--- config.mk ---
export PLATFORM = sky130hd
export DESIGN_NAME = framebuffer_scanout_arbiter
export DESIGN_NICKNAME = d
export VERILOG_FILES = /design/src/rtl/fb_arb_pkg.sv /design/src/rtl/fb_wr_fifo.sv /design/src/rtl/framebuffer_scanout_arbiter.sv
export SDC_FILE = /design/constraint.sdc
export NUM_CORES = 1
export LEC_CHECK = 0
export ABC_AREA = 1
export CORE_MARGIN = 2
export CORE_UTILIZATION = 40
export DETAILED_ROUTE_END_ITERATION = 10
export PLACE_DENSITY = 0.64
export SLEW_MARGIN = 20
export SYNTH_ARGS = -nofsm -noshare
export SYNTH_HDL_FRONTEND = slang
export SYNTH_HIERARCHICAL = 1
export SYNTH_SLANG_ARGS = --single-unit
--- constraint.sdc ---
create_clock -name i_clk_pxl -period 2.7 [get_ports i_clk_pxl]
set_input_delay 0.54 -clock i_clk_pxl [delete_from_list [all_inputs] [get_ports i_clk_pxl]]
set_output_delay 0.54 -clock i_clk_pxl [all_outputs]
set_load 0.03 [all_outputs]
--- src/rtl/fb_arb_pkg.sv ---
`default_nettype none
// ============================================================================
// Module      : fb_arb_pkg
// Description : Shared constants and types for the framebuffer scanout
//               arbiter: framebuffer geometry, pixel and address widths,
//               write FIFO depth and the buffer-swap state encoding.
// Revision    : 1.0 - initial release
// ============================================================================
package fb_arb_pkg;

  localparam int FB_H       = 320;   // framebuffer width (display is 2x wide)
  localparam int FB_V       = 240;   // framebuffer height in lines
  localparam int PIX_W      = 12;    // RGB444
  localparam int MEM_LAT    = 1;     // memory read latency in cycles
  localparam int FIFO_DEPTH = 4;     // write FIFO entries, power of two
  localparam int CRD_W      = 10;    // timing-generator coordinate width
  localparam int IDX_W      = 17;    // pixel index width inside one buffer
  localparam int ADDR_W     = IDX_W + 1;  // {buffer bit, pixel index}

  typedef enum logic [0:0] {
    IDLE    = 1'b0,
    PENDING = 1'b1
  } swap_state_t;

endpackage
`default_nettype wire

--- src/rtl/fb_wr_fifo.sv ---
`default_nettype none
// ============================================================================
// Module      : fb_wr_fifo
// Description : Small synchronous first-word-fall-through FIFO buffering
//               draw-engine writes until a memory write slot is free.
// Ports       : clk, rst_n     - clock, asynchronous active-low reset
//               push, wdata    - enqueue request and entry (ignored if full)
//               pop            - dequeue request (ignored if empty)
//               rdata          - head entry, valid while !empty
//               full, empty    - occupancy flags
//               count          - number of stored entries
// Revision    : 1.0 - initial release
// ============================================================================
module fb_wr_fifo #(
  parameter int WIDTH = 29,
  parameter int DEPTH = 4,
  parameter int CNT_W = $clog2(DEPTH) + 1
) (
  input  logic             clk,
  input  logic             rst_n,
  input  logic             push,
  input  logic [WIDTH-1:0] wdata,
  input  logic             pop,
  output logic [WIDTH-1:0] rdata,
  output logic             full,
  output logic             empty,
  output logic [CNT_W-1:0] count
);

  localparam int PTR_W = $clog2(DEPTH);

  logic [WIDTH-1:0] mem [DEPTH];
  logic [PTR_W-1:0] wr_ptr;
  logic [PTR_W-1:0] rd_ptr;
  logic             do_push;
  logic             do_pop;

  assign do_push = push && !full;
  assign do_pop  = pop && !empty;
  assign full    = (count == CNT_W'(DEPTH));
  assign empty   = (count == '0);
  assign rdata   = mem[rd_ptr];

  // Pointers wrap naturally because DEPTH is a power of two.
  always_ff @(posedge clk or negedge rst_n) begin
    if (!rst_n) begin
      wr_ptr <= '0;
      rd_ptr <= '0;
      count  <= '0;
    end else begin
      if (do_push) wr_ptr <= wr_ptr + 1'b1;
      if (do_pop)  rd_ptr <= rd_ptr + 1'b1;
      if (do_push && !do_pop)      count <= count + 1'b1;
      else if (do_pop && !do_push) count <= count - 1'b1;
    end
  end

  // Storage needs no reset: an entry is only read after it has been written.
  always_ff @(posedge clk) begin
    if (do_push) mem[wr_ptr] <= wdata;
  end

endmodule
`default_nettype wire

--- src/rtl/framebuffer_scanout_arbiter.sv ---
`default_nettype none
// ============================================================================
// Module      : framebuffer_scanout_arbiter
// Description : Shares one single-port framebuffer memory between display
//               scanout (2x horizontally and vertically scaled) and a draw
//               engine, with double buffering and frame-synchronous swap.
// Ports       : i_clk_pxl, i_reset_n           - pixel clock, async low reset
//               i_sx, i_sy, i_de, i_hsync, i_vsync - timing generator
//               i_wr_valid/addr/data, o_wr_ready   - draw-engine write port
//               i_swap_req, o_swap_ack, o_front    - buffer swap handshake
//               o_mem_*, i_mem_rdata               - memory port
//               o_rgb, o_de, o_hsync, o_vsync      - aligned video output
// Revision    : 1.0 - initial release
// ============================================================================
module framebuffer_scanout_arbiter #(
  parameter int FB_H       = fb_arb_pkg::FB_H,
  parameter int FB_V       = fb_arb_pkg::FB_V,
  parameter int PIX_W      = fb_arb_pkg::PIX_W,
  parameter int MEM_LAT    = fb_arb_pkg::MEM_LAT,
  parameter int FIFO_DEPTH = fb_arb_pkg::FIFO_DEPTH
) (
  input  logic             i_clk_pxl,
  input  logic             i_reset_n,
  input  logic [9:0]       i_sx,
  input  logic [9:0]       i_sy,
  input  logic             i_de,
  input  logic             i_hsync,
  input  logic             i_vsync,
  input  logic             i_wr_valid,
  input  logic [16:0]      i_wr_addr,
  input  logic [PIX_W-1:0] i_wr_data,
  output logic             o_wr_ready,
  input  logic             i_swap_req,
  output logic             o_swap_ack,
  output logic             o_mem_en,
  output logic             o_mem_we,
  output logic [17:0]      o_mem_addr,
  output logic [PIX_W-1:0] o_mem_wdata,
  input  logic [PIX_W-1:0] i_mem_rdata,
  output logic [PIX_W-1:0] o_rgb,
  output logic             o_de,
  output logic             o_hsync,
  output logic             o_vsync,
  output logic             o_front
);

  import fb_arb_pkg::*;

  localparam int PIX_CNT = FB_H * FB_V;
  localparam int CNT_W   = $clog2(FIFO_DEPTH) + 1;
  localparam int ENT_W   = IDX_W + PIX_W;
  localparam int PIPE_D  = MEM_LAT + 1;

  swap_state_t      state;
  swap_state_t      state_nxt;
  logic             front;
  logic             swap_fire;
  logic             frame_start;
  logic             rd_slot;
  logic             in_range;
  logic             fifo_push;
  logic             fifo_pop;
  logic             fifo_full;
  logic             fifo_empty;
  logic [CNT_W-1:0] fifo_count;
  logic [CNT_W-1:0] count_nxt;
  logic [ENT_W-1:0] fifo_head;
  logic [IDX_W-1:0] wr_idx;
  logic [PIX_W-1:0] wr_pix;
  logic [IDX_W-1:0] rd_idx;

  logic [PIPE_D-1:0][2:0] sync_pipe;  // {de, hsync, vsync} per stage
  logic [MEM_LAT-1:0]     rd_pipe;    // marks stages carrying a display read

  // Memory-side strobes are gated by reset directly so nothing reaches the
  // memory in the cycle reset is asserted, even before the next clock edge.
  assign frame_start = (i_sx == '0) && (i_sy == '0);
  assign rd_slot     = i_reset_n && i_de && !i_sx[0];
  assign fifo_pop    = i_reset_n && !rd_slot && !fifo_empty;
  assign in_range    = ({15'd0, i_wr_addr} < 32'(PIX_CNT));
  // Out-of-range writes are acknowledged but simply never enqueued.
  assign fifo_push   = i_wr_valid && o_wr_ready && in_range && !fifo_full;
  assign count_nxt   = fifo_count + CNT_W'(fifo_push) - CNT_W'(fifo_pop);
  assign rd_idx      = IDX_W'(({23'd0, i_sy[9:1]} * 32'(FB_H)) + {23'd0, i_sx[9:1]});
  assign {wr_idx, wr_pix} = fifo_head;

  fb_wr_fifo #(
    .WIDTH (ENT_W),
    .DEPTH (FIFO_DEPTH),
    .CNT_W (CNT_W)
  ) u_wr_fifo (
    .clk   (i_clk_pxl),
    .rst_n (i_reset_n),
    .push  (fifo_push),
    .wdata ({i_wr_addr, i_wr_data}),
    .pop   (fifo_pop),
    .rdata (fifo_head),
    .full  (fifo_full),
    .empty (fifo_empty),
    .count (fifo_count)
  );

  // Swap FSM: while PENDING the write port is closed so the FIFO drains;
  // the swap only lands on a frame start with nothing left to write.
  always_comb begin
    state_nxt = state;
    swap_fire = 1'b0;
    case (state)
      IDLE:    if (i_swap_req) state_nxt = PENDING;
      PENDING: if (frame_start && fifo_empty) begin
                 state_nxt = IDLE;
                 swap_fire = 1'b1;
               end
      default: state_nxt = IDLE;
    endcase
  end

  always_ff @(posedge i_clk_pxl or negedge i_reset_n) begin
    if (!i_reset_n) begin
      state      <= IDLE;
      front      <= 1'b0;
      o_wr_ready <= 1'b0;
    end else begin
      state      <= state_nxt;
      if (swap_fire) front <= ~front;
      o_wr_ready <= (count_nxt < CNT_W'(FIFO_DEPTH)) && (state_nxt == IDLE);
    end
  end

  // The new buffer is already used by the frame-start read itself, so the
  // first pixel of the new frame comes from the freshly drawn buffer.
  assign o_front    = front ^ swap_fire;
  assign o_swap_ack = swap_fire;

  always_comb begin
    o_mem_en    = rd_slot || fifo_pop;
    o_mem_we    = fifo_pop;
    o_mem_addr  = '0;
    o_mem_wdata = '0;
    if (rd_slot) begin
      o_mem_addr = {o_front, rd_idx};
    end else if (fifo_pop) begin
      o_mem_addr  = {~o_front, wr_idx};
      o_mem_wdata = wr_pix;
    end
  end

  // Video pipeline: read data arrives MEM_LAT cycles after the address and is
  // registered once more, so timing outputs are delayed MEM_LAT+1 cycles.
  // o_rgb doubles as the held pixel for odd columns.
  always_ff @(posedge i_clk_pxl or negedge i_reset_n) begin
    if (!i_reset_n) begin
      sync_pipe <= '0;
      rd_pipe   <= '0;
      o_rgb     <= '0;
    end else begin
      sync_pipe  <= {sync_pipe[PIPE_D-2:0], {i_de, i_hsync, i_vsync}};
      rd_pipe[0] <= rd_slot;
      for (int i = 1; i < MEM_LAT; i++) rd_pipe[i] <= rd_pipe[i-1];
      if (rd_pipe[MEM_LAT-1])              o_rgb <= i_mem_rdata;
      else if (!sync_pipe[MEM_LAT-1][2])   o_rgb <= '0;
    end
  end

  assign {o_de, o_hsync, o_vsync} = sync_pipe[MEM_LAT];

endmodule
`default_nettype wire

==> results.py, run 1 <==
metrics = {
    "logic_synthesis": {
        "synth_cells": 704,
        "synthSimpleGateAreaFrac_pct": 17.01,
        "synth-seq-area-share_pct": 58.38,
        "synth_top_family_by_area": "simple AND/OR/NAND/NOR gates",
        "synthXorXnorAreaFrac_pct": 0.2430,
        "netlist_area_sq_mm": 0.007209,
        "synth-seq-cells": 145,
        "synth-compound-area-share_pct": 10.41,
        "synthAdderAreaFrac_pct": 4.998,
        "yosysWarnings": 6,
        "synth.distinct_cells": 38,
        "synthMuxAreaShare_pct": 0,
        "synthesis.nets": 799,
        "avgSynthCellArea_sq_um": 10.24,
    },
    "sta": {
        "slew_viol_final": 0,
        "hold_ws_ns": 0.3042,
        "clock_skew_ns": 0.01598,
        "rsz0062_at_grt": "yes",
        "max_freq_mhz": 329.1,
        "tightest_slew_ns": 0.4349,
        "fin_crit_sh_pct": 112.6,
        "post-route-worst-setup-slack_ns": -0.3390,
        "min_period_ns": 3.039,
        "final-hold-violation-count": 0,
        "max-slew-margin-rel_pct": 71.01,
        "finalSetupViolations": 7,
    },
    "clock_network": {
        "cts-root-buf": "clkbuf_16",
        "cts_buffer_depth": 2,
        "htree_levels": 4,
        "clk_pin_slew_worst_paths_ns": 0.07,
        "cts_buffers": 17,
        "cts_tree": "done",
        "numClockSinks": 145,
        "clk_latency_ns": 0.42,
        "holdBufCountCts": 0,
    },
    "worst_setup_path": {
        "cp-start-kind": "input port",
        "crit_required_ns": 2.16,
        "crit_slowest_cell": "fa_2",
        "crit_type": "in -> out",
        "crit_path_max_incr_delay_ns": 0.37,
        "cpMostUsedCell": "buf_6",
        "cp-end-kind": "primary output",
        "worst-path-max-fanout": 3,
        "crit_chain": "buf_8 -> ha_4 -> ha_4 -> fa_2 -> buf_6 -> nor2_4 -> nor2_4 -> buf_6 -> inv_4 -> nor2_4 -> buf_4 -> buf_6 -> o31ai_4 -> buf_6",
        "r2r_slack_ns": 0.45,
        "worstPathArrival_ns": 2.50,
    },
    "finish": {
        "final_nets": 984,
        "multi_input_area_sq_mm": 0.002720,
        "layout_commonest_cell": "nand2_1",
        "diodes": 0,
        "syn2layout_area_growth_pct": 39.74,
        "drive_above_1_share_pct": 29.05,
        "layout_common_cells": "nand2_1, inv_1, edfxtp_1, buf_4, clkdlybuf4s50_1",
        "regArea_sq_mm": 0.004212,
        "final_cells": 1131,
        "num-fill-cells": 1498,
    },
    "global_routing": {
        "grt_overflow_total": 0,
        "grt_util_all_layers_pct": 17.85,
        "grt_pass1_vias": 5160,
        "grt_first_pass_wirelength_mm": 26.58,
        "antenna_found_initial": 0,
        "grt_max_degree": 53,
    },
    "route": {
        "dr.pass1.iters": 4,
        "routedWlPerCell_um": 14.85,
        "routed_wl_mm": 16.79,
        "num_vias": 5283,
        "drtIter0Drc": 218,
        "routed_via_density": 4.671,
        "drc": 0,
        "ant_nets": 0,
    },
    "power": {
        "peakVddDrop_v": 0.0006080,
        "power_density_mw_per_mm2": 785.9,
        "p_leak_nw": 4.447,
    },
    "floorplanning": {
        "num_rows": 49,
        "start_util_pct": 40.41,
        "core_sq_mm": 0.01784,
        "design.die.area_sq_mm": 0.01911,
        "die_w_um": 138.3,
        "io_pins": 118,
        "fp.dieH_um": 138.3,
    },
    "placed_design": {
        "dp.cells": 1082,
        "port_buffers": 117,
        "hpwl_mm": 11.53,
        "gp_congestion": 0.8455,
    },
    "run_status": {
        "status": "complete, but fails checks",
        "violations": "setup timing",
    },
    "flow_run": {
        "maxCapViolations": 0,
    },
    "worst_hold_path": {
        "hold_path_class": "in -> async",
    },
}
==> path summary, 6_finish.rpt <==
kind / from / to / cells past startpoint
max in group asynchronous: i_reset_n / u_wr_fifo/count[0] / 2
min reg2reg: sync_pipe[0] / o_vsync / 0
max reg2reg: u_wr_fifo/count[1] / u_wr_fifo/count[2] / 15
min: i_reset_n / o_hsync / 2
max: i_sy[4] / o_mem_addr[11] / 14
min in group i_clk_pxl: sync_pipe[0] / o_vsync / 0
==> layout make-up <==
class / count / area share [%]
flip-flops and latches: 145 / 41.80
multi-input cells: 403 / 27.00
repair buffers: 191 / 17.56
inverters: 131 / 5.042
clock buffers: 17 / 4.223
well taps: 229 / 2.844
clock inverters: 15 / 1.528
==> cell usage after synthesis <==
library cell / instances / area share [%]
or2_2: 4 / 0.35
a21o_1: 2 / 0.21
clkinv_1: 2 / 0.10
buf_4: 1 / 0.10
nand2_2: 4 / 0.35
nor2_4: 2 / 0.31
nor2_2: 3 / 0.26
nand3b_1: 1 / 0.10
clkbuf_1: 6 / 0.31
and3_1: 1 / 0.087
nor2_1: 28 / 1.5
edfxtp_1: 116 / 48
o21bai_1: 1 / 0.10
o31ai_1: 1 / 0.10
a22o_1: 2 / 0.24
inv_2: 5 / 0.26
xor2_1: 1 / 0.12
nand3_1: 41 / 2.8
fa_1: 3 / 0.83
buf_2: 13 / 0.90
inv_1: 124 / 6.5
ha_1: 24 / 4.2
buf_6: 4 / 0.62
o211ai_1: 29 / 3.0
a21boi_0: 1 / 0.10
nand4_1: 5 / 0.43
clkbuf_8: 1 / 0.19
dfrtp_1: 29 / 10
o21ai_0: 12 / 0.83
o211ai_2: 29 / 5.0
nand2_4: 1 / 0.16
nor3_1: 1 / 0.069
xnor2_1: 1 / 0.12
nand3_2: 2 / 0.28
nand2_1: 190 / 9.9
a21oi_1: 8 / 0.56
nor3_2: 3 / 0.42
o21ai_1: 3 / 0.21
==> per-layer routing <==
layer / global-route usage, % / vias to the layer above / wire length, um
met5: 0 / - / 0
met4: 7.304 / 0 / 381
met3: 3.498 / 31 / 538
met2: 30.20 / 99 / 8488
met1: 22.60 / 2442 / 7385
li1: - / 2711 / -
==> sequential cells by signal, indices dropped and copies added (netlist names) <==
name	cells
o_wr_ready	1
o_rgb	12
o_de	1
o_hsync	1
rd_pipe	1
u_wr_fifo/count	3
u_wr_fifo/mem	116
state	1
front	1
o_vsync	1
u_wr_fifo/wr_ptr	2
sync_pipe	3
u_wr_fifo/rd_ptr	2
==> cells by family (layout without fill, tap and decap cells) <==
logic type | Yosys count | after routing
flip-flops | 145 | 145
XOR/XNOR | 2 | 2
AO/OA/AOI/OAI | 88 | 88
adder cells (fa/ha/maj) | 27 | 27
AND/OR/NAND/NOR | 286 | 286
buffers and inverters | 156 | 354
==> power breakdown <==
| group | switching (mW) | leakage, nW | total (mW) | internal (mW) |
|---|---|---|---|---|
| clock network | 0.941 | 0.284 | 2.31 | 1.37 |
| registers | 0.0448 | 1.41 | 2.52 | 2.47 |
| logic | 1.87 | 2.76 | 3.09 | 1.22 |
==> timing repair <==
action / 4_1_cts / 5_1_grt
resized for setup: 77 / 37
gates cloned: 0 / 0
setup buffers: 11 / 8
pin swaps: 24 / 15
endpoints found under the setup margin: 29 / 25
==> metrics by stage <==
| step | util (%) | power (mW) | TNS [ns] | setup slack [ns] | instance area (sq um) |
|---|---|---|---|---|---|
| 5_1_grt | 56.47 | 8.362 | -2.292 | -0.4280 | 10070 |
| 2_1_floorplan | - | 4.489 | -0.4461 | -0.1494 | 7281 |
| 3_5_place_dp | 50.61 | 5.411 | -6.562 | -0.8485 | 9029 |
| 3_3_place_gp | 50.61 | 5.387 | -6.250 | -0.8125 | 9029 |
| 6_report | 56.47 | 7.918 | -1.841 | -0.3390 | 10070 |
| 4_1_cts | 55.60 | 7.897 | -1.558 | -0.3107 | 9920 |
==> worst max-delay path: cells and delay by family <==
kind / cells / cell delay (ns)
compound gates: 1 / 0.17
fa+ha+maj: 3 / 0.76
buf+inv: 7 / 0.81
simple gates: 3 / 0.21
Power figures use the tool's default switching activity.
==> inputs of run 2 (changes only) <==
- SLEW_MARGIN: 20 -> unset
==> results of run 2 <==
No change in the layout: final DEF, timing and power equal those of run 1.
==> inputs of run 3 (changes only) <==
- CORE_UTILIZATION: 40 -> 49
- PLACE_DENSITY: 0.64 -> 0.76
==> results.py, run 3 (synthesized netlist as in run 1, its figures left out) <==
metrics = {
    "route": {
        "dr.pass1.iters": 7,
        "drc": 0,
        "drtIter0Drc": 358,
        "ant_nets": 0,
        "routed_via_density": 5.276,
        "routed_wl_mm": 17.47,
        "routedWlPerCell_um": 16.25,
        "num_vias": 5672,
    },
    "worst_setup_path": {
        "crit_buf_inv": 3,
        "r2r_slack_ns": 0.42,
        "timing.rr.start": "u_wr_fifo/count[2]",
        "crit_path_max_incr_delay_ns": 0.37,
        "crit_chain": "buf_8 -> ha_4 -> ha_4 -> fa_2 -> buf_6 -> nand3_1 -> nand3_2 -> nand2_4 -> nand3_2 -> o21bai_1 -> nand3_1 -> nand2_2 -> buf_6",
        "reg2reg_depth": 14,
        "cp_top_family": "adder cells",
        "cp-start-kind": "input port",
        "crit_type": "in -> out",
        "cp-end-kind": "primary output",
        "timing.rr.end": "u_wr_fifo/count[2]",
        "worstPathArrival_ns": 2.53,
        "crit_required_ns": 2.16,
        "crit_slowest_cell": "fa_2",
        "worst-path-max-fanout": 4,
    },
    "global_routing": {
        "grt_pass1_vias": 5751,
        "grt_overflow_total": 0,
        "grt_util_all_layers_pct": 22.31,
        "grt_first_pass_wirelength_mm": 27.57,
        "grt_max_degree": 85,
        "antenna_found_initial": 0,
    },
    "placed_design": {
        "gp_congestion": 0.9233,
        "dp.cells": 1027,
        "hpwl_mm": 11.47,
        "placed_cell_area_sq_mm": 0.008922,
        "port_buffers": 117,
        "dp_slack_ns": -0.7912,
    },
    "sta": {
        "clock_skew_ns": 0.005914,
        "setup_tns_ns": -1.655,
        "fin_crit_sh_pct": 113.8,
        "slew_viol_final": 0,
        "post-route-worst-setup-slack_ns": -0.3734,
        "rsz0062_at_grt": "yes",
        "max_freq_mhz": 325.4,
        "hold_ws_ns": 0.2512,
        "finalSetupViolations": 6,
        "min_period_ns": 3.073,
        "max-slew-margin-rel_pct": 73.31,
        "tightest_slew_ns": 0.4004,
        "final-hold-violation-count": 0,
    },
    "floorplanning": {
        "io_pins": 118,
        "design.die.area_sq_mm": 0.01570,
        "fp.dieH_um": 125.3,
        "start_util_pct": 49.79,
        "die_w_um": 125.3,
        "num_rows": 44,
        "core_sq_mm": 0.01448,
    },
    "finish": {
        "drive_above_1_share_pct": 27.50,
        "final_nets": 973,
        "syn2layout_area_growth_pct": 37.57,
        "largest_register": "u_wr_fifo/mem",
        "reg_top3": "u_wr_fifo/mem (116), o_rgb (12)",
        "fin_area_sq_mm": 0.009918,
        "layout_commonest_cell": "nand2_1",
        "diodes": 0,
        "layout_common_cells": "nand2_1, inv_1, edfxtp_1, buf_4, clkdlybuf4s50_1",
        "largest_reg_flops": 116,
        "finalCoreUtilization_pct": 68.50,
        "final_cells": 1075,
    },
    "power": {
        "total_power_mw": 7.761,
        "peakVddDrop_v": 0.0005682,
        "pwr-share-seq_pct": 32.4,
        "swShare_pct": 35.86,
        "power_density_mw_per_mm2": 782.5,
        "switching_power_mw": 2.783,
        "clockPowerShare_pct": 27.9,
        "p_int_mw": 4.978,
        "p_leak_nw": 4.421,
        "combinationalPowerShare_pct": 39.7,
    },
    "clock_network": {
        "cts_buffer_depth": 2,
        "htree_levels": 4,
        "cts_tree": "done",
        "cts_buffers": 17,
        "clk_latency_ns": 0.42,
        "clk_pin_slew_worst_paths_ns": 0.05,
        "cts-root-buf": "clkbuf_16",
        "numClockSinks": 145,
    },
    "run_status": {
        "violations": "setup timing",
        "status": "complete, but fails checks",
    },
    "worst_hold_path": {
        "hold_path_class": "in -> async",
    },
    "flow_run": {
        "maxCapViolations": 0,
    },
}
## run 3: changes by cell type in the layout (fill, tap and decap cells not counted), moves of 3 or more
cell	before	now
nand3_1	30	33
nand3_2	12	8
a21oi_2	3	0
clkbuf_1	0	4
inv_1	119	116
inv_2	6	13
inv_6	5	1
buf_4	89	74
a21oi_1	4	8
## run 3: worst max path at each step
| stage | start | end | slack, ns | cells past startpoint |
|---|---|---|---|---|
| final | i_sy[4] | o_mem_addr[15] | -0.37 | 13 |
| after detailed placement | i_sy[2] | o_mem_addr[16] | -0.79 | 16 |
| after CTS | i_sy[4] | o_mem_addr[15] | -0.27 | 14 |
| after global placement | i_sy[4] | o_mem_addr[16] | -0.74 | 16 |
| after global routing | i_sy[4] | o_mem_addr[15] | -0.45 | 15 |
| after floorplan | i_sy[2] | o_mem_addr[14] | -0.15 | 12 |
## run 3: area by class of cell
cell class	instances	area [sq um]
clock buffer	25	518.0
clock inverter	7	45.04
sequential	145	4210
fill	1018	4561
timing repair buffer	180	1709
inverter	131	495.5
multi-input combinational	403	2710
tap	184	230.2
## run 3: repair_timing
| action | CTS | global route |
|---|---|---|
| hold buffers | 0 | 1 |
| gates resized for setup | 64 | 45 |
| hold endpoints to repair | 0 | 1 |
| setup buffers | 7 | 8 |
| endpoints found under the setup margin | 24 | 11 |
| pin swaps | 21 | 17 |
## run 3: power by group through the flow
stage | clock (mW) | combinational (mW) | sequential (mW)
3_3_place_gp | 0 | 2.70 | 2.57
5_1_grt | 2.30 | 3.35 | 2.52
2_1_floorplan | 0 | 1.90 | 2.59
4_1_cts | 2.21 | 2.97 | 2.51
3_5_place_dp | 0 | 2.79 | 2.58
6_report | 2.17 | 3.08 | 2.51
## run 3: layer usage
layer	global-route usage [%]	vias up	wire (um)
met1	26.92	2682	6921
met4	8.824	0	449
met2	38.65	267	8816
li1	-	2681	-
met3	5.434	42	1278
met5	0	-	0
